`src/rtl/mcu_el2_pkg.sv`:
```
// Shared definitions for the EL2 decode GPR write-back control slice.
//   NB_TAGS_DEFAULT        : default number of non-blocking load tags
//   DIV_FIFO_DEPTH_DEFAULT : default depth of the divider result buffer
//   el2_gpr_wb_pkt_t       : one GPR write {valid, rd, data}
//   rd_hit()               : qualified register-index compare
package mcu_el2_pkg;

    localparam int NB_TAGS_DEFAULT        = 4;
    localparam int DIV_FIFO_DEPTH_DEFAULT = 2;

    typedef struct packed {
        logic        valid;
        logic [4:0]  rd;
        logic [31:0] data;
    } el2_gpr_wb_pkt_t;

    function automatic logic rd_hit(input logic v, input logic [4:0] a, input logic [4:0] b);
        return v && (a == b);
    endfunction

endpackage

```
`src/rtl/mcu_el2_dec_gpr_wb_fifo.sv`:
```
// Divider result buffer with fall-through head: when empty, an incoming
// result is presented on head_* in the same cycle so it can drain without
// an extra cycle of latency.
//   clk, rst        : clock and asynchronous active-high reset
//   push, push_data : enqueue (caller guarantees !full)
//   pop             : dequeue the current head (only meaningful with head_valid)
//   head_valid/data : oldest entry, or the incoming one when empty
//   full            : no room for another entry
module mcu_el2_dec_gpr_wb_fifo #(
    parameter int DEPTH = 2
) (
    input  logic        clk,
    input  logic        rst,
    input  logic        push,
    input  logic [31:0] push_data,
    input  logic        pop,
    output logic        head_valid,
    output logic [31:0] head_data,
    output logic        full
);

    localparam int PW = (DEPTH > 1) ? $clog2(DEPTH) : 1;
    localparam int CW = $clog2(DEPTH + 1);

    logic [PW-1:0] wr_ptr, rd_ptr, wr_ptr_nxt, rd_ptr_nxt;
    logic [CW-1:0] count, count_nxt;
    logic [31:0]   mem [DEPTH];
    logic          empty, wr_en, rd_en;

    assign empty      = (count == '0);
    assign full       = (count == CW'(DEPTH));
    assign head_valid = !empty || push;
    assign head_data  = empty ? push_data : mem[rd_ptr];

    // A push that drains in the same cycle while empty never touches storage.
    assign wr_en = push && !(empty && pop);
    assign rd_en = pop && !empty;

    assign wr_ptr_nxt = (wr_ptr == PW'(DEPTH - 1)) ? '0 : wr_ptr + PW'(1);
    assign rd_ptr_nxt = (rd_ptr == PW'(DEPTH - 1)) ? '0 : rd_ptr + PW'(1);
    assign count_nxt  = count + CW'(wr_en) - CW'(rd_en);

    mcu_rvdffe #(.WIDTH(PW)) u_wr_ptr (.clk(clk), .rst(rst), .en(wr_en), .din(wr_ptr_nxt), .dout(wr_ptr));
    mcu_rvdffe #(.WIDTH(PW)) u_rd_ptr (.clk(clk), .rst(rst), .en(rd_en), .din(rd_ptr_nxt), .dout(rd_ptr));
    mcu_rvdffe #(.WIDTH(CW)) u_count  (.clk(clk), .rst(rst), .en(wr_en || rd_en), .din(count_nxt), .dout(count));

    for (genvar i = 0; i < DEPTH; i++) begin : g_mem
        mcu_rvdffe #(.WIDTH(32)) u_ent (
            .clk  (clk),
            .rst  (rst),
            .en   (wr_en && (wr_ptr == PW'(i))),
            .din  (push_data),
            .dout (mem[i])
        );
    end

endmodule

```
`src/rtl/mcu_rvdffe.sv`:
```
// Enabled flop bank with asynchronous active-high reset.
//   clk, rst : clock and reset
//   en       : load enable
//   din/dout : WIDTH-bit data in / registered data out
module mcu_rvdffe #(
    parameter int WIDTH = 1
) (
    input  logic             clk,
    input  logic             rst,
    input  logic             en,
    input  logic [WIDTH-1:0] din,
    output logic [WIDTH-1:0] dout
);

    always_ff @(posedge clk or posedge rst) begin
        if (rst) begin
            dout <= '0;
        end else if (en) begin
            dout <= din;
        end
    end

endmodule

```
`src/rtl/mcu_el2_dec_gpr_wb_ctl.sv`:
```
// GPR write-back control: routes ALU results (port 0), non-blocking load
// returns (port 1) and divider results (port 2) onto registered GPR write
// ports, tracks outstanding destinations for scoreboard queries, and kills
// older pending writes when a younger producer targets the same rd.
//   alu_wb_*          : ALU result, one per cycle
//   nb_alloc_*        : reserve rd under a load tag
//   nb_ret_*          : load data return by tag
//   div_alloc_*       : reserve rd for the divider
//   div_wb_*          : divider result valid/ready handshake
//   raddr0/1, rs*_busy: combinational scoreboard query
//   wen/waddr/wd 0..2 : registered GPR write ports
module mcu_el2_dec_gpr_wb_ctl
    import mcu_el2_pkg::*;
#(
    parameter  int NB_TAGS        = NB_TAGS_DEFAULT,
    parameter  int DIV_FIFO_DEPTH = DIV_FIFO_DEPTH_DEFAULT,
    localparam int TW             = (NB_TAGS > 1) ? $clog2(NB_TAGS) : 1
) (
    input  logic          clk,
    input  logic          rst,
    input  logic          alu_wb_valid,
    input  logic [4:0]    alu_wb_rd,
    input  logic [31:0]   alu_wb_data,
    input  logic          nb_alloc_valid,
    input  logic [TW-1:0] nb_alloc_tag,
    input  logic [4:0]    nb_alloc_rd,
    input  logic          nb_ret_valid,
    input  logic [TW-1:0] nb_ret_tag,
    input  logic [31:0]   nb_ret_data,
    input  logic          div_alloc_valid,
    input  logic [4:0]    div_alloc_rd,
    input  logic          div_wb_valid,
    input  logic [31:0]   div_wb_data,
    output logic          div_wb_ready,
    input  logic [4:0]    raddr0,
    input  logic [4:0]    raddr1,
    output logic          rs0_busy,
    output logic          rs1_busy,
    output logic          wen0,
    output logic [4:0]    waddr0,
    output logic [31:0]   wd0,
    output logic          wen1,
    output logic [4:0]    waddr1,
    output logic [31:0]   wd1,
    output logic          wen2,
    output logic [4:0]    waddr2,
    output logic [31:0]   wd2
);

    logic               alu_v, nba_v, diva_v;
    logic               ret_hit;
    logic [4:0]         ret_rd;
    logic [NB_TAGS-1:0] tag_valid, tag_kill;
    logic [4:0]         tag_rd [NB_TAGS];
    logic               div_busy, div_kill;
    logic [4:0]         div_rd;
    logic               fifo_push, fifo_pop, fifo_full, head_valid;
    logic [31:0]        head_data;
    logic               div_wen_req, div_block;
    el2_gpr_wb_pkt_t    wb0_nxt, wb1_nxt, wb2_nxt, wb0_q, wb1_q, wb2_q;

    // x0 is never written nor reserved.
    assign alu_v  = alu_wb_valid && (alu_wb_rd != 5'd0);
    assign nba_v  = nb_alloc_valid && (nb_alloc_rd != 5'd0);
    assign diva_v = div_alloc_valid && (div_alloc_rd != 5'd0);

    assign ret_hit = nb_ret_valid && tag_valid[nb_ret_tag] && !tag_kill[nb_ret_tag];
    assign ret_rd  = tag_rd[nb_ret_tag];

    // Allocation has priority over return on the same tag so a same-cycle
    // return completes (it already drives port 1) and the new owner lands.
    always_ff @(posedge clk or posedge rst) begin
        if (rst) begin
            tag_valid <= '0;
            tag_kill  <= '0;
            for (int i = 0; i < NB_TAGS; i++) tag_rd[i] <= '0;
        end else begin
            for (int i = 0; i < NB_TAGS; i++) begin
                if (nba_v && (nb_alloc_tag == TW'(i))) begin
                    tag_valid[i] <= 1'b1;
                    tag_kill[i]  <= 1'b0;
                    tag_rd[i]    <= nb_alloc_rd;
                end else if (nb_ret_valid && (nb_ret_tag == TW'(i))) begin
                    tag_valid[i] <= 1'b0;
                    tag_kill[i]  <= 1'b0;
                end else if (tag_valid[i] && !tag_kill[i] &&
                             (rd_hit(alu_v, alu_wb_rd, tag_rd[i]) ||
                              rd_hit(nba_v, nb_alloc_rd, tag_rd[i]) ||
                              rd_hit(diva_v, div_alloc_rd, tag_rd[i]))) begin
                    tag_kill[i] <= 1'b1;
                end
            end
        end
    end

    // div_rd/div_kill outlive div_busy so late results still drain against
    // the last reservation.
    always_ff @(posedge clk or posedge rst) begin
        if (rst) begin
            div_busy <= 1'b0;
            div_kill <= 1'b0;
            div_rd   <= '0;
        end else if (diva_v) begin
            div_busy <= 1'b1;
            div_kill <= 1'b0;
            div_rd   <= div_alloc_rd;
        end else begin
            if (fifo_pop) div_busy <= 1'b0;
            if (div_busy && !div_kill &&
                (rd_hit(alu_v, alu_wb_rd, div_rd) || rd_hit(nba_v, nb_alloc_rd, div_rd))) begin
                div_kill <= 1'b1;
            end
        end
    end

    assign div_wb_ready = !fifo_full;
    assign fifo_push    = div_wb_valid && div_wb_ready;

    // Port 2 loses any same-rd conflict with ports 0/1. Rather than lose the
    // divider result it stays in the buffer; that back-pressure is what
    // eventually deasserts div_wb_ready. Killed results drain silently.
    assign div_wen_req = head_valid && !div_kill && (div_rd != 5'd0);
    assign div_block   = div_wen_req &&
                         (rd_hit(alu_v, alu_wb_rd, div_rd) || rd_hit(ret_hit, ret_rd, div_rd));
    assign fifo_pop    = head_valid && !div_block;

    mcu_el2_dec_gpr_wb_fifo #(.DEPTH(DIV_FIFO_DEPTH)) u_div_fifo (
        .clk        (clk),
        .rst        (rst),
        .push       (fifo_push),
        .push_data  (div_wb_data),
        .pop        (fifo_pop),
        .head_valid (head_valid),
        .head_data  (head_data),
        .full       (fifo_full)
    );

    always_comb begin
        wb0_nxt = '0;
        wb1_nxt = '0;
        wb2_nxt = '0;
        if (alu_v) begin
            wb0_nxt.valid = 1'b1;
            wb0_nxt.rd    = alu_wb_rd;
            wb0_nxt.data  = alu_wb_data;
        end
        if (ret_hit && !rd_hit(alu_v, alu_wb_rd, ret_rd)) begin
            wb1_nxt.valid = 1'b1;
            wb1_nxt.rd    = ret_rd;
            wb1_nxt.data  = nb_ret_data;
        end
        if (div_wen_req && !div_block) begin
            wb2_nxt.valid = 1'b1;
            wb2_nxt.rd    = div_rd;
            wb2_nxt.data  = head_data;
        end
    end

    always_ff @(posedge clk or posedge rst) begin
        if (rst) begin
            wb0_q <= '0;
            wb1_q <= '0;
            wb2_q <= '0;
        end else begin
            wb0_q <= wb0_nxt;
            wb1_q <= wb1_nxt;
            wb2_q <= wb2_nxt;
        end
    end

    assign wen0 = wb0_q.valid; assign waddr0 = wb0_q.rd; assign wd0 = wb0_q.data;
    assign wen1 = wb1_q.valid; assign waddr1 = wb1_q.rd; assign wd1 = wb1_q.data;
    assign wen2 = wb2_q.valid; assign waddr2 = wb2_q.rd; assign wd2 = wb2_q.data;

    always_comb begin
        rs0_busy = 1'b0;
        rs1_busy = 1'b0;
        for (int i = 0; i < NB_TAGS; i++) begin
            if (tag_valid[i] && !tag_kill[i]) begin
                rs0_busy = rs0_busy | rd_hit(raddr0 != 5'd0, raddr0, tag_rd[i]);
                rs1_busy = rs1_busy | rd_hit(raddr1 != 5'd0, raddr1, tag_rd[i]);
            end
        end
        if (div_busy && !div_kill) begin
            rs0_busy = rs0_busy | rd_hit(raddr0 != 5'd0, raddr0, div_rd);
            rs1_busy = rs1_busy | rd_hit(raddr1 != 5'd0, raddr1, div_rd);
        end
    end

endmodule

```
`config.mk`:
```
export PLATFORM = sky130hd
export DESIGN_NAME = mcu_el2_dec_gpr_wb_ctl
export DESIGN_NICKNAME = d
export VERILOG_FILES = /design/src/rtl/mcu_el2_pkg.sv /design/src/rtl/mcu_el2_dec_gpr_wb_fifo.sv /design/src/rtl/mcu_rvdffe.sv /design/src/rtl/mcu_el2_dec_gpr_wb_ctl.sv
export SDC_FILE = /design/constraint.sdc
export NUM_CORES = 1
export LEC_CHECK = 0
export ABC_AREA = 1
export CAP_MARGIN = 20
export CORE_ASPECT_RATIO = 0.7
export CORE_MARGIN = 2
export CORE_UTILIZATION = 25
export DETAILED_ROUTE_END_ITERATION = 8
export PLACE_DENSITY = 0.51
export SLEW_MARGIN = 20
export SYNTH_ARGS = -nofsm -noshare
export SYNTH_HDL_FRONTEND = slang
export SYNTH_HIERARCHICAL = 1
export SYNTH_SLANG_ARGS = --single-unit
```
`constraint.sdc`:
```
create_clock -name clk -period 4.8 [get_ports clk]
set_input_delay 0.48 -clock clk [delete_from_list [all_inputs] [get_ports clk]]
set_output_delay 0.48 -clock clk [all_outputs]
set_load 0.1 [all_outputs]
```
## Yosys cells after proc, flatten, opt, wreduce, memory -nomap -nowiden

Cells that the tools add are included.

| word-level totals | value |
|---|---|
| output and inout bits | 117 |
| bits in registers | 217 |

| operators by class | value |
|---|---|
| mux-type cells | 50 |
| order comparisons | 3 |
| eq/ne operators | 33 |
| bitwise operators | 11 |
| reduce and logical (&&, ||, !) cells | 103 |
| $add $sub $neg | 4 |

Operators by type and width:

| operator | count |
|---|---|
| 5-bit equality test | 26 |
| 32-bit 2-to-1 mux | 4 |
| 38-bit 2-to-1 mux | 3 |
| 1-bit logical AND | 61 |
| 1-bit 2-to-1 mux | 38 |
| 5-bit nonzero test | 6 |
| 1-bit logical OR | 12 |
| 2-bit nonzero test | 6 |
| 3-bit nonzero test | 4 |
| 1-bit zero test | 11 |
| 5-bit binary-select mux with 2-bit select | 1 |
| 2-bit equality test, second input constant | 5 |
| 5-bit 2-to-1 mux | 2 |
| 1-bit bitwise OR | 8 |
| 2-bit zero test | 3 |
| 1-bit binary-select mux with 2-bit select | 2 |
| 2-bit by 1-bit equality test with 1-bit output, second input constant | 2 |
| 3-bit greater-or-equal comparator, second input constant | 1 |
| 2-bit by 3-bit less-than comparator with 1-bit output, second input constant | 1 |
| 2-bit inverter with 3-bit output | 1 |
| 1-bit adder, second input constant | 2 |
| 2-bit by 1-bit adder with 2-bit output | 1 |
| 2-bit greater-or-equal comparator, second input constant | 1 |
| 1-bit inverter with 2-bit output | 1 |
| 2 further kinds | 2 |

## Logic depth before layout (Yosys ltp)

| logic depth | value |
|---|---|
| word-level depth | 15 |
| gate-level depth with buffers | 28 |
| gate-level depth less buffers | 26 |

## Modules after synthesis

The synthesis kept the hierarchy.

By module, submodules not included:

| module | seq. area each (sq um) | cells an instance | instances | area each (sq um) |
|---|---|---|---|---|
| mcu_el2_dec_gpr_wb_ctl | 3,728.6 | 876 | 1 | 7,462.2 |
| mcu_rvdffe (u_div_fifo.g_mem[0].u_ent ...) | 800.8 | 137 | 2 | 1,296.2 |
| mcu_el2_dec_gpr_wb_fifo | 0.0 | 170 | 1 | 894.6 |
| mcu_rvdffe (u_div_fifo.u_rd_ptr ...) | 25.0 | 6 | 2 | 43.8 |
| mcu_rvdffe (u_div_fifo.u_count) | 50.0 | 10 | 1 | 80.1 |

## Least setup slack after synthesis

OpenSTA, ideal clock, no wires.

| timing | value |
|---|---|
| path kind | input port to output port |
| start | input port raddr0[0] |
| end | output port rs0_busy |
| required time | 4.320 ns |
| buffers on the path | 1 |
| arrival time | 2.547 ns |
| stages on the path | 7 |
| slack | 1.773 ns |
| cells stage by stage | clkbuf_1 inv_1 a221oi_1 nand4_1 nand2_1 nor2_1 nor2_1 |

| between the ends | value |
|---|---|
| longest elaborated chain between the ends | 11 |
| elaborated cells between the ends (all ways) | 20 |
| classes of those cells | eq/ne (5); mux (5); bitwise (4); reduce/logical (6) |

Ends and longest elaborated chain:

| element | RTL line | text |
|---|---|---|
| start, declared | mcu_el2_dec_gpr_wb_ctl.sv:35 | `input logic [4:0] raddr0,` |
| 5-bit equality test or 5-bit nonzero test (tied branches) | mcu_el2_pkg.sv:18, mcu_el2_dec_gpr_wb_ctl.sv:180, mcu_el2_dec_gpr_wb_ctl.sv:185 |  |
| 1-bit logical AND | mcu_el2_pkg.sv:18 | `return v && (a == b);` |
| 1-bit 2-to-1 mux | mcu_el2_dec_gpr_wb_ctl.sv:179 | `if (tag_valid[i] && !tag_kill[i]) begin` |
| 1-bit bitwise OR | mcu_el2_dec_gpr_wb_ctl.sv:180 | `rs0_busy = rs0_busy \| rd_hit(raddr0 != 5'd0, raddr0, tag_rd[i]);` |
| 1-bit 2-to-1 mux | mcu_el2_dec_gpr_wb_ctl.sv:179 |  |
| 1-bit bitwise OR | mcu_el2_dec_gpr_wb_ctl.sv:180 |  |
| 1-bit 2-to-1 mux | mcu_el2_dec_gpr_wb_ctl.sv:179 |  |
| 1-bit bitwise OR | mcu_el2_dec_gpr_wb_ctl.sv:180 |  |
| 1-bit 2-to-1 mux | mcu_el2_dec_gpr_wb_ctl.sv:179 |  |
| 1-bit bitwise OR | mcu_el2_dec_gpr_wb_ctl.sv:185 | `rs0_busy = rs0_busy \| rd_hit(raddr0 != 5'd0, raddr0, div_rd);` |
| 1-bit 2-to-1 mux (*) | mcu_el2_dec_gpr_wb_ctl.sv:184 | `if (div_busy && !div_kill) begin` |
| end, declared | mcu_el2_dec_gpr_wb_ctl.sv:37 | `output logic rs0_busy,` |

Every way passes the cells marked *; elsewhere a longest branch is shown, timed or not.

## Worst setup path in the final report

| timing | value |
|---|---|
| start | input port nb_ret_tag[0] |
| end | register u_div_fifo.g_mem[0].u_ent.dout[13] |

| between the ends | value |
|---|---|
| longest elaborated chain between the ends | 14 |
| elaborated cells between the ends (all ways) | 21 |
| classes of those cells | eq/ne (1); mux (7); bitwise (1); reduce/logical (12) |

Ends and longest elaborated chain:

| element | RTL line | text |
|---|---|---|
| start, declared | mcu_el2_dec_gpr_wb_ctl.sv:28 | `input logic [TW-1:0] nb_ret_tag,` |
| 2-bit inverter with 3-bit output (implied by the code) | mcu_el2_dec_gpr_wb_ctl.sv:68 | `assign ret_rd = tag_rd[nb_ret_tag];` |
| 5-bit binary-select mux with 2-bit select | mcu_el2_dec_gpr_wb_ctl.sv:68 |  |
| 5-bit 2-to-1 mux (implied by the code) (2 in series) | mcu_el2_dec_gpr_wb_ctl.sv:68 |  |
| 5-bit equality test | mcu_el2_pkg.sv:18 |  |
| 1-bit logical AND (*) | mcu_el2_pkg.sv:18 |  |
| 1-bit logical OR (*) | mcu_el2_dec_gpr_wb_ctl.sv:124 | `(rd_hit(alu_v, alu_wb_rd, div_rd) \|\| rd_hit(ret_hit, ret_rd, div_rd));` |
| 1-bit logical AND (*) | mcu_el2_dec_gpr_wb_ctl.sv:123 | `assign div_block = div_wen_req &&` |
| 1-bit zero test (*) | mcu_el2_dec_gpr_wb_ctl.sv:125 | `assign fifo_pop = head_valid && !div_block;` |
| 1-bit logical AND (*) | mcu_el2_dec_gpr_wb_ctl.sv:125 |  |
| net fifo_pop | mcu_el2_dec_gpr_wb_ctl.sv:57 | `logic fifo_push, fifo_pop, fifo_full, head_valid;` |
| 1-bit logical AND (*) | mcu_el2_dec_gpr_wb_fifo.sv:36 | `assign wr_en = push && !(empty && pop);` |
| 1-bit zero test (*) | mcu_el2_dec_gpr_wb_fifo.sv:36 |  |
| 1-bit logical AND (*) | mcu_el2_dec_gpr_wb_fifo.sv:36 |  |
| 1-bit logical AND (*) | mcu_el2_dec_gpr_wb_fifo.sv:51 | `.en (wr_en && (wr_ptr == PW'(i))),` |
| end signal, assigned | mcu_rvdffe.sv:19 | `dout <= din;` |
| end, declared | mcu_rvdffe.sv:12 | `output logic [WIDTH-1:0] dout` |

Mark *: on every way through the listed nets, which the timed path passes. The rest lies on a longest branch. The select of a mux whose other input is x is not followed.
A chain may end at the register's enable or synchronous reset.

==> out/qor.txt <==
Status -> finished clean
Setup bufs post-CTS -> 0
Post-synthesis sequential area ratio -> 0.488
Area Growth Syn to Fin -> 32.6%
CP Class -> input port to flip-flop
Share of layout cells above drive strength 1 -> 0.109
Post-synth top area cell -> dfrtp_1
Commonest cells in the synthesized netlist -> 335 x nand2_1, 217 x dfrtp_1, 166 x inv_1, 133 x nor2_1, 63 x a21oi_1
Cts hold-fix bufs -> 0
Post-Syn Instances -> 1342
Top Ports -> 249
Final Hold Violating Endpoints -> 0
Std-Cell Rows -> 64
Sw frac -> 0.453
WL final -> 35600 um
CTS tree -> done
CP Data Required Time -> 5.26 ns
Synth Cell Area -> 11100 um^2
Yosys reg bits -> 217
Tot GR Track Use -> 0.153
Leak -> 0.00716 uW
Die Wd -> 256 um
Maximum clock insertion buffer count -> 3
Initial Utilization -> 0.254
CP endpoint kind -> flip-flop
Reg-to-Reg Start -> tag_rd[3]$_DFFE_PP0P_
Pre-CTS setup slack -> 0.730 ns
Core area -> 43800 um^2
Final setup violation count -> 0
DRC viols -> 0
Die H -> 180 um
DP Cell Count -> 2106
Cell-internal power -> 4850 uW
Avg Cell Area, Syn -> 8.28 um^2
Hold Path Class -> input port to async pin
Post-DP HPWL -> 24900 um
Root buf cell -> clkbuf_16
Combinational Power Share -> 0.448
RSZ-0062 raised after global routing -> no
Worst slew pin tran -> 1.09 ns
Routability cong. -> 0.880
Final Total Pwr -> 8880 uW
Die Area -> 46200 um^2
First-pass GRT wire length -> 55600 um
Register share of total power -> 0.302
Worst skew pair latency -> 0.53 ns
Clock sinks -> 217
Power per cell area -> 602 nW/um^2
Resized cells post-CTS -> 0
Routed vias -> 9379
Antenna violations before repair -> 6
Top FF cell, synth -> dfrtp_1
Skew final -> 0.0172 ns
Drt wl/cell -> 16.5 um
Layout Nets -> 1674
Min cycle time layout -> 3.51 ns
Worst EP arrival -> 3.97 ns
CTS clk-pin slew, worst paths -> 0.06 ns
Async SR Flop Fraction -> 1.00
Max-cap violation count -> 0
Unique cell type count in the Yosys netlist -> 40
Cts bufs inserted -> 27
Final setup margin -> 1.29 ns
Synthesized Nets -> 1475
EDFF count, synth -> 0
Largest net degree at the start of global routing -> 88
Port buffer count -> 248
Worst Setup Start Kind -> input port
CP Max Fanout -> 20
Pre-antenna DRT Iters -> 6
Crit share post-route -> 0.730
Synth top area cells -> dfrtp_1 49%, nand2_1 11%, inv_1 5.6%, nor2_1 4.5%, xor2_1 4.1%
Most common cell in the netlist -> nand2_1
Final Max Slew Viols -> 0
Worst Reg-to-Reg Cells -> 17
Synth warnings -> 6
Slew headroom -> 0.270
Number of global-route vias before repair -> 9443
Top cell type's share of synthesized area -> 0.488
DR iter-0 viols -> 662
Detail Route Antenna Nets -> 0
Peak VDD IR -> 0.325 mV
Vias per cell -> 4.35
CTS H-tree depth -> 1
Total congestion overflow -> 0
Clk pwr share -> 0.250
FMAX -> 0.285 GHz
Total Neg Setup Slack -> 0 ns
Non-Filler Instances -> 2156
R2r setup slk -> 1.64 ns
End of the worst register-to-register path -> u_div_fifo/g_mem[0].u_ent/dout[13]$_DFFE_PP0P_
P_sw -> 4020 uW
[per-stage QoR]
step	cell area [um^2]	hold WS [ns]	utilization
3_5_place_dp	13800	0.459	0.314
3_3_place_gp	13800	0.453	0.314
4_1_cts	14700	0.283	0.337
2_1_floorplan	11100	0.209	-
6_report	14700	0.319	0.337
5_1_grt	14700	0.315	0.337
[worst max-delay path by stage]
stage	from	endpoint	slack, ns	depth (start not counted)
3_5_place_dp	nb_ret_tag[0]	u_div_fifo/g_mem[0].u_ent/dout[14]$_DFFE_PP0P_	0.73	20
5_1_grt	nb_ret_tag[0]	u_div_fifo/g_mem[0].u_ent/dout[16]$_DFFE_PP0P_	0.90	20
2_1_floorplan	rst	div_busy$_DFFE_PP0P_	0.31	1
4_1_cts	nb_ret_tag[0]	u_div_fifo/g_mem[0].u_ent/dout[13]$_DFFE_PP0P_	1.29	20
6_report	nb_ret_tag[0]	u_div_fifo/g_mem[0].u_ent/dout[13]$_DFFE_PP0P_	1.29	20
3_3_place_gp	nb_ret_tag[0]	u_div_fifo/g_mem[0].u_ent/dout[13]$_DFFE_PP0P_	0.84	20
[worst max-delay path, stage by stage]
cell,delay [ns]
clkdlybuf4s50_1,0.91
inv_4,0.17
nand2_1,0.11
nand2_1,0.05
nand2_1,0.07
nand2_1,0.11
nand2_1,0.07
nand2_1,0.05
nor2_1,0.15
nand3_2,0.11
nand2_1,0.06
nand2_1,0.05
nand2_1,0.09
inv_1,0.06
inv_1,0.11
o21ai_0,0.27
nor2_4,0.58
buf_4,0.31
nand2_1,0.07
nand2_1,0.07
[cell usage in the layout, fill, tap and decap left out, types with 5 or more instances in the layout]
cell | netlist | layout
xnor2_1 | 35 | 35
nand3_1 | 27 | 27
buf_4 | 10 | 16
clkdlybuf4s50_1 | 0 | 246
dfrtp_1 | 217 | 217
nor3_1 | 21 | 21
clkbuf_16 | 0 | 27
clkbuf_1 | 18 | 6
nand4_1 | 23 | 23
a21oi_1 | 63 | 63
bufinv_16 | 0 | 5
o21ai_0 | 40 | 40
nand2_2 | 28 | 29
xor2_1 | 52 | 52
o22ai_1 | 14 | 14
nor2_2 | 39 | 39
a21oi_2 | 20 | 20
inv_2 | 10 | 10
clkbuf_8 | 6 | 8
nor2_1 | 133 | 131
nand2_1 | 335 | 334
inv_1 | 166 | 165
[registers in the layout, indices dropped and copies added (netlist names), 5 cells and up]
name                         count
u_div_fifo/g_mem.u_ent/dout     64
wd0                             32
wd1                             32
wd2                             32
tag_rd                          20
div_rd                           5
waddr0                           5
waddr1                           5
waddr2                           5
[metal layers]
layer / vias up / GRT usage / part of all wire
li1: 4481 / - / -
met1: 4498 / 0.206 / 0.45
met2: 332 / 0.240 / 0.44
met3: 62 / 0.0451 / 0.082
met4: 6 / 0.0414 / 0.024
met5: - / 0 / 0.0011
[cell type report]
type                    count  area [um^2]
multi-input cells         851         4300
flip-flops and latches    217         5430
clock buffers              41          808
clock inverters             8          175
repair buffers            262         2580
diodes                      1         2.50
inverters                 182          706
fillers                  4543        29100
well taps                 594          743
[power groups by stage]
| stage | logic (uW) | clock network (uW) | registers (uW) |
|---|---|---|---|
| floorplan | 2030 | 0 | 3810 |
| global placement | 3970 | 0 | 2700 |
| detailed placement | 4010 | 0 | 2700 |
| CTS | 4020 | 2290 | 2670 |
| global route | 4320 | 2350 | 2730 |
| finish | 3980 | 2220 | 2680 |
[kinds of logic (layout without fill, tap and decap cells)]
kind of cell | after synthesis | in the layout | share of synthesized area
AOI/OAI and AO/OA | 149 | 149 | 0.0783
other | 0 | 1 | 0
adders and majority gates | 1 | 1 | 0.00113
buffers and inverters | 274 | 493 | 0.127
xor gates and xnor gates | 87 | 87 | 0.0685
and+or+nand+nor | 614 | 614 | 0.237
DFF | 217 | 217 | 0.488
Note: power is estimated with default switching activity, not from simulation.
